## src/rtl/uart_tx_arbiter.sv

```systemverilog
// uart_tx_arbiter: round-robin sharing of one UART_TX among NUM_REQ byte sources, one byte in flight.
// Define UART_TX_ARB_TIMEOUT_EN to abandon a byte whose o_Tx_Done never arrives within TIMEOUT_CYCLES.
module uart_tx_arbiter #(
   parameter int NUM_REQ        = 2,
   parameter int GAP_CYCLES     = 0,
   parameter int TIMEOUT_CYCLES = 200000
) (
   input  logic                 i_clk,
   input  logic                 i_rst_n,
   input  logic [NUM_REQ-1:0]   i_req_valid,
   input  logic [8*NUM_REQ-1:0] i_req_data,
   output logic [NUM_REQ-1:0]   o_req_ready,
   output logic [NUM_REQ-1:0]   o_grant,
   output logic                 o_tx_dv,
   output logic [7:0]           o_tx_byte,
   input  logic                 i_tx_active,
   input  logic                 i_tx_done,
   output logic                 o_busy,
   output logic                 o_timeout
);
   localparam int PW = $clog2(NUM_REQ);
   localparam int GW = (GAP_CYCLES > 0) ? $clog2(GAP_CYCLES + 1) : 1;
   typedef enum logic [1:0] {IDLE, WAIT_DONE, GAP} state_t;
   state_t        state;
   logic [PW-1:0] ptr, win, idx;
   logic          found;
   logic [GW-1:0] gap_cnt;
   logic [NUM_REQ-1:0] sel;
   // Search starts one past the last winner and wraps, giving round-robin order.
   always_comb begin
      win = ptr;
      found = 1'b0;
      idx = ptr;
      for (int i = 0; i < NUM_REQ; i++) begin
         idx = (idx == PW'(NUM_REQ - 1)) ? '0 : idx + 1'b1;
         if (!found && i_req_valid[idx]) begin
            found = 1'b1;
            win = idx;
         end
      end
   end
   assign sel = NUM_REQ'(1) << win;
   assign o_busy = state != IDLE;
`ifdef UART_TX_ARB_TIMEOUT_EN
   localparam int TW = $clog2(TIMEOUT_CYCLES + 1);
   logic [TW-1:0] tmo_cnt;
   logic          tmo_pulse;
   logic          expired;
   assign expired = tmo_cnt == TW'(TIMEOUT_CYCLES - 1);
   assign o_timeout = tmo_pulse;
`else
   // No timeout hardware in this build; the expression is constant zero.
   assign o_timeout = (TIMEOUT_CYCLES < 0);
`endif
   always_ff @(posedge i_clk) begin
      if (!i_rst_n) begin
         state <= IDLE;
         ptr <= PW'(NUM_REQ - 1);
         o_req_ready <= '0;
         o_grant <= '0;
         o_tx_dv <= 1'b0;
         o_tx_byte <= '0;
         gap_cnt <= '0;
`ifdef UART_TX_ARB_TIMEOUT_EN
         tmo_cnt <= '0;
         tmo_pulse <= 1'b0;
`endif
      end else begin
         o_tx_dv <= 1'b0;
         o_req_ready <= '0;
`ifdef UART_TX_ARB_TIMEOUT_EN
         tmo_pulse <= 1'b0;
`endif
         case (state)
            IDLE: if (found && !i_tx_active) begin
               o_tx_byte <= i_req_data[{win, 3'b000} +: 8];
               o_tx_dv <= 1'b1;
               o_req_ready <= sel;
               o_grant <= sel;
               ptr <= win;
               state <= WAIT_DONE;
`ifdef UART_TX_ARB_TIMEOUT_EN
               tmo_cnt <= '0;
`endif
            end
            WAIT_DONE: if (i_tx_done) begin
               if (GAP_CYCLES == 0) begin
                  state <= IDLE;
                  o_grant <= '0;
               end else begin
                  state <= GAP;
                  gap_cnt <= GW'(GAP_CYCLES - 1);
               end
            end
`ifdef UART_TX_ARB_TIMEOUT_EN
            else if (expired) begin
               tmo_pulse <= 1'b1;
               o_grant <= '0;
               state <= IDLE;
            end else tmo_cnt <= tmo_cnt + 1'b1;
`endif
            GAP: if (gap_cnt == '0) begin
               state <= IDLE;
               o_grant <= '0;
            end else gap_cnt <= gap_cnt - 1'b1;
            default: state <= IDLE;
         endcase
      end
   end
endmodule

```

## config.mk

```make
export PLATFORM = sky130hd
export DESIGN_NAME = uart_tx_arbiter
export DESIGN_NICKNAME = d
export VERILOG_FILES = /design/src/rtl/uart_tx_arbiter.sv
export SDC_FILE = /design/constraint.sdc
export NUM_CORES = 1
export LEC_CHECK = 0
export BUFFER_PORTS_ARGS = -buffer_cell sky130_fd_sc_hd__clkbuf_2
export CAP_MARGIN = 0
export CORE_MARGIN = 10
export CORE_UTILIZATION = 39
export CTS_BUF_LIST = sky130_fd_sc_hd__clkbuf_4 sky130_fd_sc_hd__clkbuf_8 sky130_fd_sc_hd__clkbuf_16
export DETAILED_ROUTE_END_ITERATION = 6
export PLACE_DENSITY = 0.75
export RECOVER_POWER = 100
export SKIP_LAST_GASP = 1
export SLEW_MARGIN = 10
export SYNTH_ARGS = -nofsm -noshare
export SYNTH_HDL_FRONTEND = slang
export SYNTH_SLANG_ARGS = --single-unit
```

## constraint.sdc

```tcl
create_clock -name i_clk -period 1.5 [get_ports i_clk]
set_input_delay 0.225 -clock i_clk [delete_from_list [all_inputs] [get_ports i_clk]]
set_output_delay 0.225 -clock i_clk [all_outputs]
set_load 0.01 [all_outputs]
```

Word level (Yosys, flattened, before mapping) --
Cells that the tools add are included.
Operators by class: $mul 0, divide/modulo/power cells 0, $add $sub $neg 3, bitwise gates (word level) 0, $lt $le $gt $ge 2, multiplexer cells 18, shifts and indexed selects 2, reductions and logical operators 12, eq/ne operators 5
Operators by type and width (number):
- 16-bit by 5-bit indexed part select with 8-bit output | 1
- 1-bit 2-to-1 mux | 12
- 2-bit one-hot mux with 3 select lines | 2
- 2-bit 2-to-1 mux | 4
- 2-bit inequality test, second input constant | 3
- 3-bit AND reduction | 2
- 1-bit by 2-bit < comparator with 1-bit output, second input constant | 2
- 2-bit AND reduction | 2
- 4-bit AND reduction | 1
- 3-bit nonzero test | 1
- 1-bit adder, second input constant | 2
- 2-bit by 1-bit equality test with 1-bit output, second input constant | 1
- 2-bit equality test, second input constant | 1
- 1-bit logical AND | 2
- 1-bit logical NOT | 2
- 2-bit logical NOT | 1
- 2-bit nonzero test | 1
- 1-bit by 1-bit left shift with 2-bit output, first input constant | 1
- 1-bit subtractor, second input constant | 1
Word-level totals: bits in latches 0, ROM bits 0, output and inout bits 15, bits in writable memories 0, memories 0, flip-flop bits (word level) 17, logic and storage cells 49, bits of input ports 22

Logic depth before layout (Yosys ltp) --
depth after elaboration 11, gate-level depth with buffers 5, gate-level depth less buffers 4

Least setup slack after synthesis --
OpenSTA, ideal clock, no wires.
path kind flip-flop to flip-flop, start point register state[0], end point register o_tx_byte[0], arrival time 1145 ps, buffers on the path 1, stages on the path, launching flop included 6, library setup time 123 ps, setup slack 232 ps, cells stage by stage dfxtp_1 > nor3b_2 > and3_1 > buf_6 > a222oi_1 > inv_1
On the way: word-level cells in the longest chain between the ends 2
Ends and longest elaborated chain:
- start, declared | line 24 | state_t state;
- start signal, assigned | line 57 | state <= IDLE;
- start signal, assigned | line 81 | state <= WAIT_DONE;
- start signal, assigned | line 88 | state <= IDLE;
- 2-bit logical NOT | line 74 | case (state)
- 2-bit AND reduction (no line)
- end signal, assigned | line 76 | o_tx_byte <= i_req_data[{win, 3'b000} +: 8];
- end, declared | line 15 | output logic [7:0] o_tx_byte,
No other way between the ends. A chain may end at the register's enable or synchronous reset.

Worst setup path after layout --
start point register state[0], end point register o_tx_byte[4]
The elaborated chain is that of the path after synthesis.

==> metrics.md <==
| Metric | Value |
|---|---|
| Die width | 58.0 µm |
| Sequential area share after synthesis | 0.532 |
| Initial core utilization | 0.423 |
| CTS Hold Bufs | 0 |
| DRC violation count after routing | 0 |
| GRT Total Usage | 0.0843 |
| Initial antenna violation count | 0 |
| Crit-path max FO | 10 |
| Die Area | ~3400 µm² |
| Syn Nets | 76 |
| Avg Vias per Cell | 4.93 |
| I/O pins | 37 |
| Final setup violation count | 0 |
| R2r endpoint | o_tx_byte[4] |
| CP required | 1.72 ns |
| Number of inserted diodes | 0 |
| GRT overflow | 0 |
| Peak VDD IR | 0.514 mV |
| CP Launch Type | register |
| Pre-Repair DR Iteration Count | 4 |
| Share of the synthesized area in the top cell type | 0.532 |
| Cell Area, Synth | 564 µm² |
| Compound-gate portion of the synthesized area | 0.226 |
| First-pass GRT wire length | 2300 µm |
| CTS sink count | 15 |
| CTS tree | yes |
| Final count of hold timing violations | 0 |
| Most frequent cells in the layout | clkbuf_2, dfxtp_1, clkbuf_1 |
| Crit share post-route | 0.887 |
| WHS Endpoint | state[0] |
| Commonest non-fill, non-tap cell in the layout | clkbuf_2 |
| R2R depth | 4 |
| Gpl congestion | approximately 0.70 |
| FP Rows | 13 |
| Vias | 513 |
| Cell count after placement | 100 |
| Initial drt markers | 30 |
| Layout Cells excl Fill | between 100 and 150 |
| Worst skew pair latency | 0.27 ns |
| Min-delay src | i_tx_done |
| PostCTS Resize Cnt | 0 |
| Worst hold stages | 2 |
| Avg Cell Area, Syn | 10.4 µm² |
| CP Capture Type | register |
| DP Area | 717 µm² |
| Post-synthesis mux area share | 0.0177 |
| Filler cells | 141 |
| WL/cell | 14.2 µm |
| Num CTS Buffers | 3 |
| Number of H-tree levels | 1 |
| Synth top area cells | dfxtp_1, a222oi_1, inv_1 |
| Core area | 1330 µm² |
| Max Slew Vio Count | 0 |
| Synth Area in Adders | 0 |
| Maximum operating frequency | 751 MHz |
| Largest family of logic cells by synthesized area | compound AO/OA/AOI/OAI gates |
| Hold crit path type | in -> reg |
| Final HPWL DP | 1200 µm |
| Proportion of layout cells with a drive suffix above 1 | 0.292 |
| CP Class | reg -> reg |
| Die H | 58.0 µm |
| Tmin final | 1.33 ns |
| Vias in the first global route | 524 |
| LEAKAGE | approximately 0.4 nW |
| Clock-pin slew on the worst setup and hold paths | 0.08 ns |
| Final clock skew | between 0.001 and 0.0015 ns |
| Yosys cell types | 19 |
| XOR/XNOR Fraction of Synth Area | 0 |
| Unrepaired setup endpoints after global routing | false |
| RR Startpoint | state[0] |
| Leading area contributor after synthesis | dfxtp_1 |
| Post-Synth Simple-Gate Area | 0.0843 |
| Post-synthesis register bit count | 15 |
| Flop-to-flop setup slack | between 0.15 and 0.2 ns |
| Data arrival, critical path | 1.55 ns |
| # port buffers | 35 |
| DRT antenna net count | 0 |
| Max-cap check violation count | 0 |
| Clock buffer depth | 2 |
| Total Wirelength | 1470 µm |
| Setup bufs post-CTS | 0 |
| Root buffer cell | clkbuf_4 |
| Final instance area | between 700 and 800 µm² |
| Largest net degree at the start of global routing | 11 |
| Setup TNS | 0 ns |
| Area grow syn2layout | 28.2% |
| Status | completed |
| P per Cell Area | 1090 nW/µm² |
| Mapped Cells | 54 |
| Final-stage net count | 112 |
| Synth warn | 0 |
-- synth_stat cells (all sizes together) --
master and number:
a222oi 7, nand2b 1, nand2 3, nor3b 1
mux2i 1, o31a 1, dfxtp 15, a21o 2
inv 9, a21boi 1, a21oi 1, buf 4
o21ai 4, conb 1, nor2 1, and3 2
-- worst max-delay path, stage by stage (launching register included) --
cell and delay [ns]:
dfxtp_1 0.35, nor3b_1 0.28, and3_1 0.42, a222oi_1 0.16, inv_1 0.07
-- state kept, by name, indices dropped and copies added, names as in the netlist --
signal	flops
state	1
ptr	1
o_req_ready	2
o_tx_byte	8
o_tx_dv	1
o_grant	2
-- stage by stage --
stage	hold slack [ns]	setup WS [ns]	total power, mW	utilization
after global routing	0.155	0.0965	0.837	0.542
after global placement	0.441	0.217	0.568	0.538
after CTS	0.160	0.171	0.810	0.560
final	0.163	0.169	0.789	0.542
after floorplan	0.336	0.232	0.515	-
after detailed placement	0.447	0.181	0.570	0.538
-- where the power goes --
group | switching, mW | internal (mW) | leakage (nW)
Combinational | 0.0604 | 0.0516 | 0.256
Sequential | 0.0138 | 0.425 | 0.123
Clock | 0.117 | 0.121 | 0.0184
-- worst max path at each step --
stage                     startpoint      endpoint  slack [ns]  cells past startpoint
final                       state[0]  o_tx_byte[4]        0.17                      4
after global routing        state[0]    o_grant[0]         0.1                      3
after CTS                   state[0]  o_tx_byte[4]        0.17                      4
after detailed placement     i_rst_n  o_tx_byte[4]        0.18                      5
after global placement       i_rst_n  o_tx_byte[7]        0.22                      5
after floorplan             state[0]  o_tx_byte[0]        0.23                      5
-- logic make-up (layout without fill, tap and decap cells) --
logic type	count (synthesis)	after routing
other	1	1
flip-flops	15	15
buffers and inverters	13	48
AO/OA/AOI/OAI	16	16
multiplexers	1	1
AND/OR/NAND/NOR	8	8
-- per-layer routing --
metal	GRT usage	wire, µm
met1	0.0869	651
met2	0.132	639
met3	0.0327	153
met5	0	0
met4	0.0705	27
-- final cells by class --
| class | count | area (µm²) | area share |
|---|---|---|---|
| Timing Repair Buffer | 35 | 158 | 0.218 |
| Clock buffer | 4 | 30.0 | 0.0415 |
| Sequential cell | 15 | 300 | 0.415 |
| Inverter | 9 | 33.8 | 0.0467 |
| Tap cell | 15 | 18.8 | 0.0260 |
| Multi-Input combinational cell | 26 | 183 | 0.253 |
No activity file was read; power rests on OpenSTA's default activity.
